==> config.mk <==
export PLATFORM = sky130hd
export DESIGN_NAME = pipe_flow_ctrl
export DESIGN_NICKNAME = d
export VERILOG_FILES = /design/src/rtl/pipe_flow_ctrl.sv
export SDC_FILE = /design/constraint.sdc
export NUM_CORES = 1
export LEC_CHECK = 0
export ABC_AREA = 1
export BUFFER_PORTS_ARGS = -buffer_cell sky130_fd_sc_hd__buf_2
export CORE_MARGIN = 1
export CORE_UTILIZATION = 50
export CTS_BUF_LIST = sky130_fd_sc_hd__clkbuf_4 sky130_fd_sc_hd__clkbuf_8 sky130_fd_sc_hd__clkbuf_16
export DETAILED_ROUTE_END_ITERATION = 8
export PLACE_DENSITY = 0.73
export SYNTH_ARGS = -nofsm -noshare
export SYNTH_HDL_FRONTEND = slang
export SYNTH_SLANG_ARGS = --single-unit
==> constraint.sdc <==
create_clock -name clk -period 2.2 [get_ports clk]
set_input_delay 0.11 -clock clk [delete_from_list [all_inputs] [get_ports clk]]
set_output_delay 0.11 -clock clk [all_outputs]
set_load 0.01 [all_outputs]
==> src/rtl/pipe_flow_ctrl.sv <==
// pipe_flow_ctrl: central enable/clear controller for the five-stage
// pipeline. It merges the hazard stall, the multiply/divide busy window and
// the CP0 exception/interrupt request into per-stage-register controls. It
// also owns the MDU busy counter and a saturating stalled-cycle counter.
module pipe_flow_ctrl #(
  parameter int MULT_CYCLES = 5,
  parameter int DIV_CYCLES  = 10,
  parameter int CNT_W       = 4
) (
  input  logic             clk,
  input  logic             reset,
  input  logic             hz_stall,
  input  logic             D_md_use,
  input  logic             E_md_start,
  input  logic             E_md_div,
  input  logic             req,
  output logic             F_en,
  output logic             FD_en,
  output logic             FD_clr,
  output logic             DE_clr,
  output logic             EM_clr,
  output logic             MW_req,
  output logic             md_start_q,
  output logic             md_busy,
  output logic [CNT_W-1:0] md_cnt,
  output logic [31:0]      stall_cycles
);

  // Reload values for the busy counter, sized to the counter width.
  localparam logic [CNT_W-1:0] MULT_LD  = CNT_W'(MULT_CYCLES);
  localparam logic [CNT_W-1:0] DIV_LD   = CNT_W'(DIV_CYCLES);
  localparam logic [CNT_W-1:0] CNT_ZERO = {CNT_W{1'b0}};
  localparam logic [CNT_W-1:0] CNT_ONE  = {{(CNT_W-1){1'b0}}, 1'b1};
  localparam logic [31:0]      STALL_MAX = 32'hFFFF_FFFF;

  logic [CNT_W-1:0] md_cnt_r;
  logic [31:0]      stall_cycles_r;
  logic             md_start_q_s;
  logic             md_busy_s;
  logic             md_stall_s;
  logic             stall_s;

  // Qualified MDU start, busy flag and the merged stall decision.
  // A flushed instruction must never start the MDU, and a flush overrides
  // any stall in the same cycle.
  always_comb begin
    md_start_q_s = 1'b0;
    md_busy_s    = 1'b0;
    md_stall_s   = 1'b0;
    stall_s      = 1'b0;
    md_start_q_s = E_md_start & ~req;
    if (md_cnt_r != CNT_ZERO) begin
      md_busy_s = 1'b1;
    end else begin
      md_busy_s = 1'b0;
    end
    md_stall_s = D_md_use & (md_busy_s | md_start_q_s);
    stall_s    = (hz_stall | md_stall_s) & ~req;
  end

  // Pipeline register controls, with priority flush > stall > normal.
  always_comb begin
    F_en   = 1'b1;
    FD_en  = 1'b1;
    FD_clr = 1'b0;
    DE_clr = 1'b0;
    EM_clr = 1'b0;
    MW_req = 1'b0;
    if (req) begin
      // Flush: PC loads the handler address, all younger stages cleared.
      F_en   = 1'b1;
      FD_en  = 1'b1;
      FD_clr = 1'b1;
      DE_clr = 1'b1;
      EM_clr = 1'b1;
      MW_req = 1'b1;
    end else if (stall_s) begin
      // Freeze F and D, inject a bubble into E; E, M, W keep draining.
      F_en   = 1'b0;
      FD_en  = 1'b0;
      FD_clr = 1'b0;
      DE_clr = 1'b1;
      EM_clr = 1'b0;
      MW_req = 1'b0;
    end else begin
      F_en   = 1'b1;
      FD_en  = 1'b1;
      FD_clr = 1'b0;
      DE_clr = 1'b0;
      EM_clr = 1'b0;
      MW_req = 1'b0;
    end
  end

  // MDU busy counter: load on a qualified start, otherwise count down to 0.
  // A start while already busy simply reloads; an in-flight operation keeps
  // counting through a flush because it was issued before the fault.
  always_ff @(posedge clk) begin
    if (reset) begin
      md_cnt_r <= CNT_ZERO;
    end else if (md_start_q_s) begin
      if (E_md_div) begin
        md_cnt_r <= DIV_LD;
      end else begin
        md_cnt_r <= MULT_LD;
      end
    end else if (md_cnt_r != CNT_ZERO) begin
      md_cnt_r <= md_cnt_r - CNT_ONE;
    end else begin
      md_cnt_r <= md_cnt_r;
    end
  end

  // Saturating count of stalled cycles; flush cycles are not stalls.
  always_ff @(posedge clk) begin
    if (reset) begin
      stall_cycles_r <= 32'd0;
    end else if (stall_s && (stall_cycles_r != STALL_MAX)) begin
      stall_cycles_r <= stall_cycles_r + 32'd1;
    end else begin
      stall_cycles_r <= stall_cycles_r;
    end
  end

  // Drive the status outputs from the internal state.
  always_comb begin
    md_start_q   = md_start_q_s;
    md_busy      = md_busy_s;
    md_cnt       = md_cnt_r;
    stall_cycles = stall_cycles_r;
  end

endmodule

# == Word-level counts from Yosys, hierarchy flattened ==
# Cells that the tools add are included.
# totals
regBits,36
inputBits,7
output_inout_bits,44
elab_cells,23
# op_classes
n_addsub,2
eq_ne,1
mux,9
n_bitwise,6
reduce_logical,3
# ops
operator,n
32-bit by 1-bit adder with 32-bit output (second input constant),1
32-bit inequality test (second input constant),1
4-bit two-way mux,3
1-bit two-way mux,6
4-bit nonzero test,1
4-bit by 1-bit subtractor with 4-bit output (second input constant),1
1-bit AND,3
1-bit OR,2
2-bit nonzero test,1
1-bit logical AND,1
1-bit NOT,1

# == Depth between registers and ports, before layout ==
# logic_depth
word_depth,8
mapped_depth,11
ltp_nobuf,10

# == Worst setup path after synthesis ==
# No wires, ideal clock.
# synth_timing
kind,reg2reg
start,"register md_cnt_r[0], in the netlist md_cnt[0]"
end,"register stall_cycles_r[3], in the netlist stall_cycles[3]"
setup_time_ns,0.070
arrival_time_ns,1.629
t_required_ns,2.130
setup_slack_ns,0.501
path_stages_with_launch,11
path_buffers,1
synth_period_minus_slack_ns,1.699
cell_sequence,dfxtp_1 inv_1 ha_1 nand3_2 nand2_1 nand2_1 nand2_1 nor2_4 buf_4 nand2_1 a21oi_2
# synth_via
elab_chain_cells,7
# synth_lines
item,line,text
"start, declared",36,logic [CNT_W-1:0] md_cnt_r;
"start signal, assigned",108,md_cnt_r <= md_cnt_r - CNT_ONE;
"start signal, assigned",110,md_cnt_r <= md_cnt_r;
4-bit nonzero test,52,if (md_cnt_r != CNT_ZERO) begin
1-bit two-way mux,52,
1-bit OR,57,md_stall_s = D_md_use & (md_busy_s | md_start_q_s);
1-bit AND,57,
1-bit OR,58,stall_s = (hz_stall | md_stall_s) & ~req;
1-bit AND,58,
1-bit logical AND,118,end else if (stall_s && (stall_cycles_r != STALL_MAX)) begin
"end signal, assigned",119,stall_cycles_r <= stall_cycles_r + 32'd1;
"end signal, assigned",121,stall_cycles_r <= stall_cycles_r;
"end, declared",37,logic [31:0] stall_cycles_r;
# Every way passes these cells.
# A chain may end at the register's enable or synchronous reset.

# == Worst setup path in the final report ==
# layout_timing
start,"register md_cnt_r[0], in the netlist md_cnt[0]"
end,"register stall_cycles_r[0], in the netlist stall_cycles[0]"
# The elaborated chain is that of the path after synthesis.

==> run metrics <==
final count of hold timing violations=0; ratio of cells with drive above 1 in the final layout=26.62%; f_max=around 0.5 GHz; worst slew slack as a fraction of its limit=about two thirds; GP Congestion=0.8527; number of hold buffers added after cts=0; maximum root-to-sink buffer count=2; floorplan die width=73.97 microns; busiest grt layer=met2; distinct cell type count of the synthesized netlist=33; class of the tightest hold or removal check=in -> reg; flop and latch count out of synthesis=36; post-CTS setup-driven buffer insertion count=0; Mapped Area=roughly 2600 sq um; initial standard-cell utilization of the core=53.42%; Worst Clk Skew=4.255 ps; end-of-flow core utilization=59.95%; cell at the root of the clock tree=clkbuf_8; actual transition at the worst max-transition pin=469.0 ps; Detailed Place HPWL=4.365 mm; power per cell area=619.3 nW/um^2; Via-to-Cell Ratio=4.932; P&R area growth vs syn=12.22%; full die area=5472 sq um; antenna diode instance count=0; clock sink total=36; number of buffers added by the clock tree synthesis step=5; M3 GR Usage=4.336%; filler instances=slightly below 500; via count of the first global-routing pass=~2,200; footprint of the multi-input gates=1597 sq um; Critical Setup Path Class=reg -> reg; final hold slack=159.2 ps; total via count after detailed routing=2,535; count of port buffers added during placement=50; die outline height=73.97 microns; total wire length after detailed routing=a little under 6 mm; most common cell after layout, fill and taps aside=nand2_1; number of H-tree branching levels=2; global-route usage over all layers=roughly a quarter; most frequent cells in the layout=nand2_1, nor2_1, buf_2, dfxtp_1, inv_1; ports placed on the boundary=51; largest net degree at the start of global routing=37; Lkg Pwr=0.001309 uW; average cell area after synthesis=6.507 sq um; number of nets in the synthesized netlist=408; final-report max-slew violation count=0; wire length of the first global-routing pass=9.887 mm; CTS tree=built; clock-pin slew on the worst setup and hold paths=70 ps; # resized after CTS=0; element type at the critical path end=register; core area=4848 sq um; grt ovf=0; Initial DRT Pass Iterations=4; Top FF cell, synth=dfxtp_1; number of DRC violations after detailed routing=0; number of violations of the max-capacitance limit=0; Final period util=91.21%; combined flip-flop and latch cell area=720.7 sq um; crit path DAT=2190 ps; reg2reg path depth=8; Crit path required time=~2400 ps; status=finished clean; met2 track demand over resource in global routing=between 30% and 40%; crit start category=register; met1 track utilization from global routing=between 30% and 40%; Worst-Skew Late Latency=290 ps; maximum vdd drop=0.6237 mV; total power of the final layout=1800 uW; Cells on Worst Hold Path=4; Warnings, synthesis=0; wire per inst=11.49 microns; EDFF count, synth=0; synthesized instance count=398; setup violation total in the final timing report=0; Post-layout nets=456; number of DRC markers after the initial detailed-route iteration=126; Min Clock Period, post-route=2007 ps; initial antenna violation count=0; unrepaired setup endpoints after global routing=false; part of the Yosys area used for sequential elements=27.83%; setup_tns=0 ps; Core Rows=25; share of flip-flops with an asynchronous set or reset=0%; biggest fanout along the worst timing path=36; count of antenna-violating nets left after detailed routing=0
## metal layers
metal,routed length [microns],vias to the layer above
li1,-,1321
met5,0,-
met1,2932,1140
met2,2559,62
met4,127,0
met3,289,12
## final cells by class
cell class	count	area share, %
Multi-Input combinational cell	314	54.93
Sequential cell	36	24.80
Timing Repair Buffer	53	9.384
Inverter	36	4.649
Clock buffer	8	3.358
Tap cell	67	2.884
## sequential cells by signal, indices dropped and copies added, names as in the netlist
| signal | count |
|---|---|
| stall_cycles | 32 |
| md_cnt | 4 |
## metrics by stage
stage / instances / setup WS (ps) / instance area (sq um)
after CTS: 514 / 220.4 / 2907
after global routing: 514 / 43.08 / 2907
after floorplan: 398 / 501.0 / 2590
final: 514 / 193.3 / 2907
after detailed placement: 506 / 250.6 / 2809
after global placement: 506 / 259.8 / 2809
## worst paths after layout
check	start	endpoint	slack [ps]
setup reg to reg	md_cnt[0]	stall_cycles[0]	190
setup / recovery	md_cnt[0]	stall_cycles[0]	190
hold / removal	E_md_div	md_cnt[2]	160
hold reg to reg	md_cnt[0]	md_cnt[0]	520
## logic make-up after synthesis
logic type               Yosys count  share of synthesized area [%]
AND/OR/NAND/NOR                  261                          44.88
adder cells (fa/ha/maj)            3                          1.449
flip-flops                        36                          27.83
XOR/XNOR                          16                          5.411
AO/OA/AOI/OAI                     34                          9.903
buffers and inverters             48                          10.53
## Yosys cell counts, types with 4 or more instances
| master | number | area share (%) |
|---|---|---|
| a21oi_1 | 4 | 0.77 |
| a21oi_2 | 22 | 7.4 |
| buf_4 | 5 | 1.4 |
| dfxtp_1 | 36 | 28 |
| inv_1 | 32 | 4.6 |
| nand2_1 | 148 | 21 |
| nand2_2 | 16 | 3.9 |
| nand3_1 | 16 | 3.1 |
| nor2_1 | 58 | 8.4 |
| nor2_2 | 6 | 1.4 |
| nor2_4 | 4 | 1.7 |
| xnor2_1 | 7 | 2.4 |
| xor2_1 | 9 | 3.0 |
## where the power goes
group	switching, uW	internal (uW)
registers	62.1	711
logic	310	194
clock network	242	280
## worst max-delay path, cell delays in order (launching register included)
cell and delay [ps]:
dfxtp_1 360, inv_1 100, ha_1 240, nand3_2 130, nand2_1 100, a21oi_1 290
nand2_4 330, o21ai_0 290, nor2_1 60
Note: power is estimated with default switching activity, not from simulation.
